==> src/rtl/fixed_accum_dump.sv <==
// Integrate-and-dump: aligns signed fixed-point samples to the output exponent, accumulates a
// window of NUM_SAMPLES with saturation, then presents the sum on a valid/ready output.
module fixed_accum_dump #(
  parameter int          IN_WIDTH     = 18,
  parameter int          IN_EXPONENT  = -10,
  parameter int          OUT_WIDTH    = 24,
  parameter int          OUT_EXPONENT = -10,
  parameter int          NUM_SAMPLES  = 16,
  localparam int         CNT_WIDTH    = $clog2(NUM_SAMPLES + 1)
) (
  input  logic                 clk,
  input  logic                 rst_n,
  input  logic                 clear,
  input  logic [IN_WIDTH-1:0]  in_data,
  input  logic                 in_valid,
  output logic                 in_ready,
  output logic [OUT_WIDTH-1:0] out_data,
  output logic                 out_sat,
  output logic                 out_valid,
  input  logic                 out_ready
);

  localparam int Shift  = IN_EXPONENT - OUT_EXPONENT;
  localparam int LShift = (Shift > 0) ? Shift : 0;
  localparam int RShift = (Shift < 0) ? -Shift : 0;
  localparam int AlW    = OUT_WIDTH + 2;
  localparam int SumW   = OUT_WIDTH + 3;
  localparam int ExtW   = IN_WIDTH + LShift;
  localparam int WideW  = ((ExtW > SumW) ? ExtW : SumW) + 1;

  localparam logic [CNT_WIDTH-1:0] LastCnt = CNT_WIDTH'(NUM_SAMPLES - 1);

  typedef enum logic {StAccum, StDump} state_e;

  state_e                       state_q, state_d;
  logic signed [OUT_WIDTH-1:0]  acc_q, acc_d;
  logic        [CNT_WIDTH-1:0]  cnt_q, cnt_d;
  logic                         sat_q, sat_d;
  logic        [OUT_WIDTH-1:0]  out_data_q, out_data_d;
  logic                         out_sat_q, out_sat_d;

  logic signed [WideW-1:0]      in_ext;
  logic signed [WideW-1:0]      al_wide;
  logic                         al_fits_out, al_fits_al;
  logic signed [AlW-1:0]        aligned;
  logic signed [SumW-1:0]       sum;
  logic                         sum_fits;
  logic        [OUT_WIDTH-1:0]  sum_clamped;
  logic                         clamp;

  // Alignment is done wide enough that no bits are lost before range checks.
  always_comb begin
    in_ext      = WideW'($signed(in_data));
    al_wide     = (in_ext <<< LShift) >>> RShift;
    al_fits_out = (&al_wide[WideW-1:OUT_WIDTH-1]) | ~(|al_wide[WideW-1:OUT_WIDTH-1]);
    al_fits_al  = (&al_wide[WideW-1:AlW-1]) | ~(|al_wide[WideW-1:AlW-1]);
    aligned     = al_fits_al ? al_wide[AlW-1:0]
                             : {al_wide[WideW-1], {(AlW-1){~al_wide[WideW-1]}}};
    sum         = SumW'(acc_q) + SumW'(aligned);
    sum_fits    = (&sum[SumW-1:OUT_WIDTH-1]) | ~(|sum[SumW-1:OUT_WIDTH-1]);
    sum_clamped = sum_fits ? sum[OUT_WIDTH-1:0]
                           : {sum[SumW-1], {(OUT_WIDTH-1){~sum[SumW-1]}}};
    clamp       = ~sum_fits | ~al_fits_out;
  end

  always_comb begin
    state_d    = state_q;
    acc_d      = acc_q;
    cnt_d      = cnt_q;
    sat_d      = sat_q;
    out_data_d = out_data_q;
    out_sat_d  = out_sat_q;
    case (state_q)
      StAccum: begin
        if (clear) begin
          acc_d = '0;
          cnt_d = '0;
          sat_d = 1'b0;
        end else if (in_valid) begin
          if (cnt_q == LastCnt) begin
            out_data_d = sum_clamped;
            out_sat_d  = sat_q | clamp;
            acc_d      = '0;
            cnt_d      = '0;
            sat_d      = 1'b0;
            state_d    = StDump;
          end else begin
            acc_d = $signed(sum_clamped);
            cnt_d = cnt_q + CNT_WIDTH'(1);
            sat_d = sat_q | clamp;
          end
        end
      end
      StDump: begin
        // Window state was already zeroed on entry; only the output is pending here.
        if (out_ready) begin
          state_d = StAccum;
        end
      end
      default: state_d = StAccum;
    endcase
  end

  always_ff @(posedge clk) begin
    if (!rst_n) begin
      state_q    <= StAccum;
      acc_q      <= '0;
      cnt_q      <= '0;
      sat_q      <= 1'b0;
      out_data_q <= '0;
      out_sat_q  <= 1'b0;
    end else begin
      state_q    <= state_d;
      acc_q      <= acc_d;
      cnt_q      <= cnt_d;
      sat_q      <= sat_d;
      out_data_q <= out_data_d;
      out_sat_q  <= out_sat_d;
    end
  end

  assign in_ready  = (state_q == StAccum);
  assign out_valid = (state_q == StDump);
  assign out_data  = out_data_q;
  assign out_sat   = out_sat_q;

endmodule

==> config.mk <==
export PLATFORM = sky130hd
export DESIGN_NAME = fixed_accum_dump
export DESIGN_NICKNAME = d
export VERILOG_FILES = /design/src/rtl/fixed_accum_dump.sv
export SDC_FILE = /design/constraint.sdc
export NUM_CORES = 1
export LEC_CHECK = 0
export CAP_MARGIN = 10
export CORE_MARGIN = 2
export CORE_UTILIZATION = 55
export DETAILED_ROUTE_END_ITERATION = 10
export GPL_ROUTABILITY_DRIVEN = 0
export PLACE_DENSITY = 0.86
export SYNTH_ARGS = -nofsm -noshare
export SYNTH_HDL_FRONTEND = slang
export SYNTH_SLANG_ARGS = --single-unit
==> constraint.sdc <==
create_clock -name clk -period 3.8 [get_ports clk]
set_clock_uncertainty 0.1 [all_clocks]
set_input_delay 0.57 -clock clk [delete_from_list [all_inputs] [get_ports clk]]
set_output_delay 0.57 -clock clk [all_outputs]
set_load 0.02 [all_outputs]
**Yosys cells after proc, flatten, opt, wreduce, memory -nomap -nowiden**

Cells that the tools add are included.

- Reduce and logical (&&, ||, !) cells: 5
- Bitwise gates (word level): 7
- Equal/unequal tests: 1
- Muxes and demuxes: 15
- Add/sub/neg operators: 2

Operator list:

| kind | count |
|---|---|
| 24-bit two-way mux | 4 |
| 24-bit by 18-bit adder with 25-bit output | 1 |
| 5-bit two-way mux | 3 |
| 4-bit AND reduction | 2 |
| 1-bit two-way mux | 7 |
| 5-bit by 1-bit adder with 5-bit output, second input constant | 1 |
| 5-bit by 4-bit equality test with 1-bit output, second input constant | 1 |
| 1-bit inverter | 5 |
| 4-bit OR reduction | 1 |
| 1-bit OR | 2 |
| 1-bit one-hot mux with 2 select lines | 1 |
| 2-bit AND reduction | 1 |
| 2-bit nonzero test | 1 |

- Output and inout bits: 27
- Register bits: 56
- Logic and storage cells: 36

**Logic depth before layout (Yosys ltp)**

- Depth after elaboration: 9
- Gate-level depth with buffers: 12
- Mapped depth without buffers: 10

**Least setup slack after synthesis**

OpenSTA, ideal clock, no wires.

- Kind: input-to-reg
- Start point: input in_data[0]
- End point: register out_data_q[8], in the netlist out_data[8]
- Setup slack: 0.743 ns
- Arrival: 2.837 ns
- Library setup time: 0.119 ns
- Stages on the path: 12
- Path through: ha_1 -> fa_1 -> a211oi_1 -> o31a_1 -> o21bai_1 -> o31ai_4 -> a311oi_2 -> a21oi_2 -> buf_4 -> buf_4 -> nand2_1 -> a21oi_1

- Longest elaborated chain between the ends: 5
- Elaborated cells between the ends (all ways): 7

RTL lines:

| element | line | source |
|---|---|---|
| start, declared | 14 | `input logic [IN_WIDTH-1:0] in_data,` |
| 24-bit by 18-bit adder with 25-bit output * | 59 | `sum = SumW'(acc_q) + SumW'(aligned);` |
| 4-bit OR reduction | 60 | `sum_fits = (&sum[SumW-1:OUT_WIDTH-1]) \| ~(\|sum[SumW-1:OUT_WIDTH-1]);` |
| 1-bit inverter | 60 |  |
| 1-bit OR | 60 |  |
| 24-bit two-way mux * | 61 | `sum_clamped = sum_fits ? sum[OUT_WIDTH-1:0]` |
| end signal, assigned | 117 | `out_data_q <= out_data_d;` |
| end, declared | 39 | `logic [OUT_WIDTH-1:0] out_data_q, out_data_d;` |

Mark *: on every way between the ends. The rest lies on a longest branch, timed or not.
A chain may end at the register's enable or synchronous reset.

**Worst setup path after layout**

- Start point: input in_data[0]
- End point: register acc_q[9]

- Longest elaborated chain between the ends: 8
- Elaborated cells between the ends (all ways): 10

RTL lines:

| element | line | source |
|---|---|---|
| 24-bit by 18-bit adder with 25-bit output * | 59 |  |
| 4-bit OR reduction | 60 |  |
| 1-bit inverter | 60 |  |
| 1-bit OR | 60 |  |
| 24-bit two-way mux * | 61 |  |
| 24-bit two-way mux * | 80 | `if (cnt_q == LastCnt) begin` |
| 24-bit two-way mux * | 79 | `end else if (in_valid) begin` |
| 24-bit two-way mux * | 75 | `if (clear) begin` |
| end signal, assigned | 107 | `acc_q <= '0;` |
| end signal, assigned | 114 | `acc_q <= acc_d;` |
| end, declared | 36 | `logic signed [OUT_WIDTH-1:0] acc_q, acc_d;` |

Mark *: on every way between the ends. The rest lies on a longest branch, timed or not. The select of a mux whose other input is x is not followed.

==> impl_results.md <==
* CTS H-Tree Depth at 2
* Fmax at 0.291 GHz
* Min cycle time layout at 3440 ps
* Max incr delay on CP at 430 ps
* Largest net degree at the start of global routing at 42
* Post-synth top cells: a21oi_1 (69), o21ai_0 (67), dfxtp_1 (56)
* Hold WC Path Type: flop to flop
* Critical path peak fanout at 20
* Setup total negative slack at 0 ps
* Hold_buf cts at 0
* Slew @ Worst Pin at 753 ps
* CP max-delay cell: fa_1
* Total routed wirelength at 9110 um
* Max-slew violations at 0
* Critical Path Source Type: input pin
* CP delay by family, top: compound AO/OA/AOI/OAI gates
* Mapped Nets at 498
* Antenna cell count at 0
* Top FF cell, synth: dfxtp_1
* Rel. slew slack at 49.8%
* Routed vias at 3,531
* Mapped cell area at 0.00356 mm^2
* Initial antenna violation count at 0
* RSZ-0062 raised after global routing: false
* Post-CTS Setup Inserts at 0
* Synth Instances at 449
* Finished layout cell area at 0.00428 mm^2
* R2R Path End: acc_q[9]
* Post-CTS Resized at 0
* CP endpoint kind: flop
* Clock root buffer: clkbuf_8
* Die width at 84.5 um
* Hold EP: acc_q[12]
* Most numerous cell in the Yosys netlist: a21oi_1
* Fill cell instance count of the final layout at 539
* CTS Buf Count at 5
* CP arrival at 3520 ps
* Post-synth EDFFs at 0
* Power Density at 307 mW/mm^2
* Net count, final at 549
* Global-route wire length before repair at 15,500 um
* Initial DRC count at 255
* WL/cell at 15.8 um
* Drt pass-1 iters at 5
* Area contributors post-synth: dfxtp_1 (31%), a21oi_1 (9.7%), o21ai_0 (9.4%)
* CTS clk-pin slew, worst paths at 100 ps
* Worst hold path startpoint: acc_q[12]
* Synth Area in Adders at 9.35%
* Fraction of the mapped netlist area in compound gates at 33.0%
* Synth area leader: dfxtp_1
* Endpoints failing hold at 0
* Max capacitance violation total at 0
* Fin crit share at 90.5%
* Seq cells post-synth at 56
* Number of global-route vias before repair at 3,441
* Register area share after synthesis at 31.5%
* Peak VDD IR at 0.000238 V
* Global route overflow at 0
* Vert. Die Dim at 84.5 um
* Synth-to-Final Area Change at 20.2%
* Clk_lat worst skew at 320 ps
* Post-synth ARST share at 0%
* Rows at 29
* Library cells used by synthesis at 59
* FF-to-FF setup slack at 730 ps
* I/O Buffers at 49
* P_leak at 1.76 nW
* Final Core Density at 67.8%
* DRC Markers at 0
* Simple-gate portion of the synthesized area at 16.5%
* DIE AREA at 0.00713 mm^2
* CTS tree: built
* Multiplexer area fraction after synthesis at 0.914%
* CTS sink cnt at 56
* Hold Path Stages at 2
* Clock buffer depth at 2
* Antenna-violating nets left at 0
* Status: finished, final reports clean
* Gr usage total at 26.2%
* Post-DP Area at 0.00419 mm^2
* Synth Area in XOR/XNOR at 4.92%
* Vias per cell at 6.11
* Cells on worst reg2reg path at 11
* Top-area cell type share of the netlist area at 31.5%
* Main combinational cell family by area after synthesis: compound AO/OA/AOI/OAI gates
* Crit path required time at 3880 ps
* Dpl hpwl at 6700 um
* Crit-path cells: clkdlybuf4s50_1 -> ha_1 -> fa_1 -> a211oi_1 -> o31a_1 -> o21bai_1 -> o31ai_4 -> a311oi_2 -> a21oi_2 -> buf_12 -> a21oi_1 -> o21ai_0
* Finish-stage setup viols at 0
* WP buf/inv at 2
* Synth warn at 0
* Reg2Reg Launch Point: acc_q[0]
* Layout cells sized above 1 at 7.39%
* Core Region at 0.00631 mm^2
* Kind of critical path: input pin to flop
* IO Pins at 50
* Syn Area/Cell at 7.93 um^2
* Initial core utilization at 56.4%
[report_power, final]
part,switching [mW],internal [mW],total (mW),leakage (nW)
Sequential,0.00945,0.602,0.612,0.453
Combinational,0.210,0.154,0.364,1.26
Clock,0.208,0.131,0.340,0.0445
Total,0.427,0.888,1.32,1.76
[worst reg2reg max path, delay by kind of cell, from the launching register on]
family / cells / cell delay [ps]
fa+ha+maj: 2 / 650
buf+inv: 1 / 190
flops: 1 / 330
compound gates: 8 / 1660
[final cells by class]
class                      instances  area (um^2)  share of cell area [%]
multi-input combinational        364         2310                    53.9
sequential                        56         1120                    26.2
timing repair buffer              65          636                    14.8
tap                               77         96.3                    2.25
clock buffer                       5         68.8                    1.61
inverter                           8         30.0                   0.702
clock inverter                     3         21.3                   0.497
[cell families after synthesis]
kind of cell | count (synthesis)
xor gates and xnor gates | 20
muxes | 2
buffers and inverters | 29
AOI/OAI and AO/OA | 190
adders and majority gates | 26
and+or+nand+nor | 126
DFF | 56
[state kept, by name (all words and copies together) (netlist names)]
| name | flops |
|---|---|
| sat_q | 1 |
| out_data | 24 |
| out_sat | 1 |
| out_valid | 1 |
| acc_q | 24 |
| cnt_q | 5 |
[stage by stage]
step,worst slack (ps),hold slack [ps],power (mW),cells
2_1_floorplan,743,326,0.878,449
4_1_cts,396,367,1.32,578
3_5_place_dp,89.3,348,0.979,570
3_3_place_gp,178,338,0.971,570
5_1_grt,214,392,1.38,578
6_report,362,367,1.32,578
[layer usage]
layer / global-route usage, % / share of wire [%] / up-vias
met1: 33.3 / 44 / 1651
li1: - / - / 1729
met5: 0 / 0 / -
met2: 44.2 / 49 / 136
met4: 9.96 / 1.6 / 0
met3: 4.82 / 5.7 / 15
[worst max path at each step]
| stage | startpoint | end | cells after the start |
|---|---|---|---|
| 2_1_floorplan | in_data[0] | out_data[8] | 12 |
| 3_3_place_gp | in_data[0] | acc_q[9] | 12 |
| 3_5_place_dp | in_data[0] | acc_q[9] | 12 |
| 4_1_cts | in_data[0] | acc_q[9] | 12 |
| 5_1_grt | in_data[0] | acc_q[9] | 12 |
| 6_report | in_data[0] | acc_q[9] | 12 |
[placed cells by master (no fill, tap or decap), types with 4 or more instances in the layout]
cell,n
a211oi_1,4
a21oi_1,69
and2_1,8
o21ai_0,67
inv_1,8
a21boi_0,4
a21o_1,7
nor2_1,24
ha_1,25
o211ai_1,5
xor2_1,6
nand3_1,11
xnor2_1,14
nand4_1,5
nand2_1,54
dfxtp_1,56
nor2b_1,6
buf_4,14
clkdlybuf4s50_1,49
clkbuf_8,5
o21a_1,5
(Power assumes the default switching activity.)
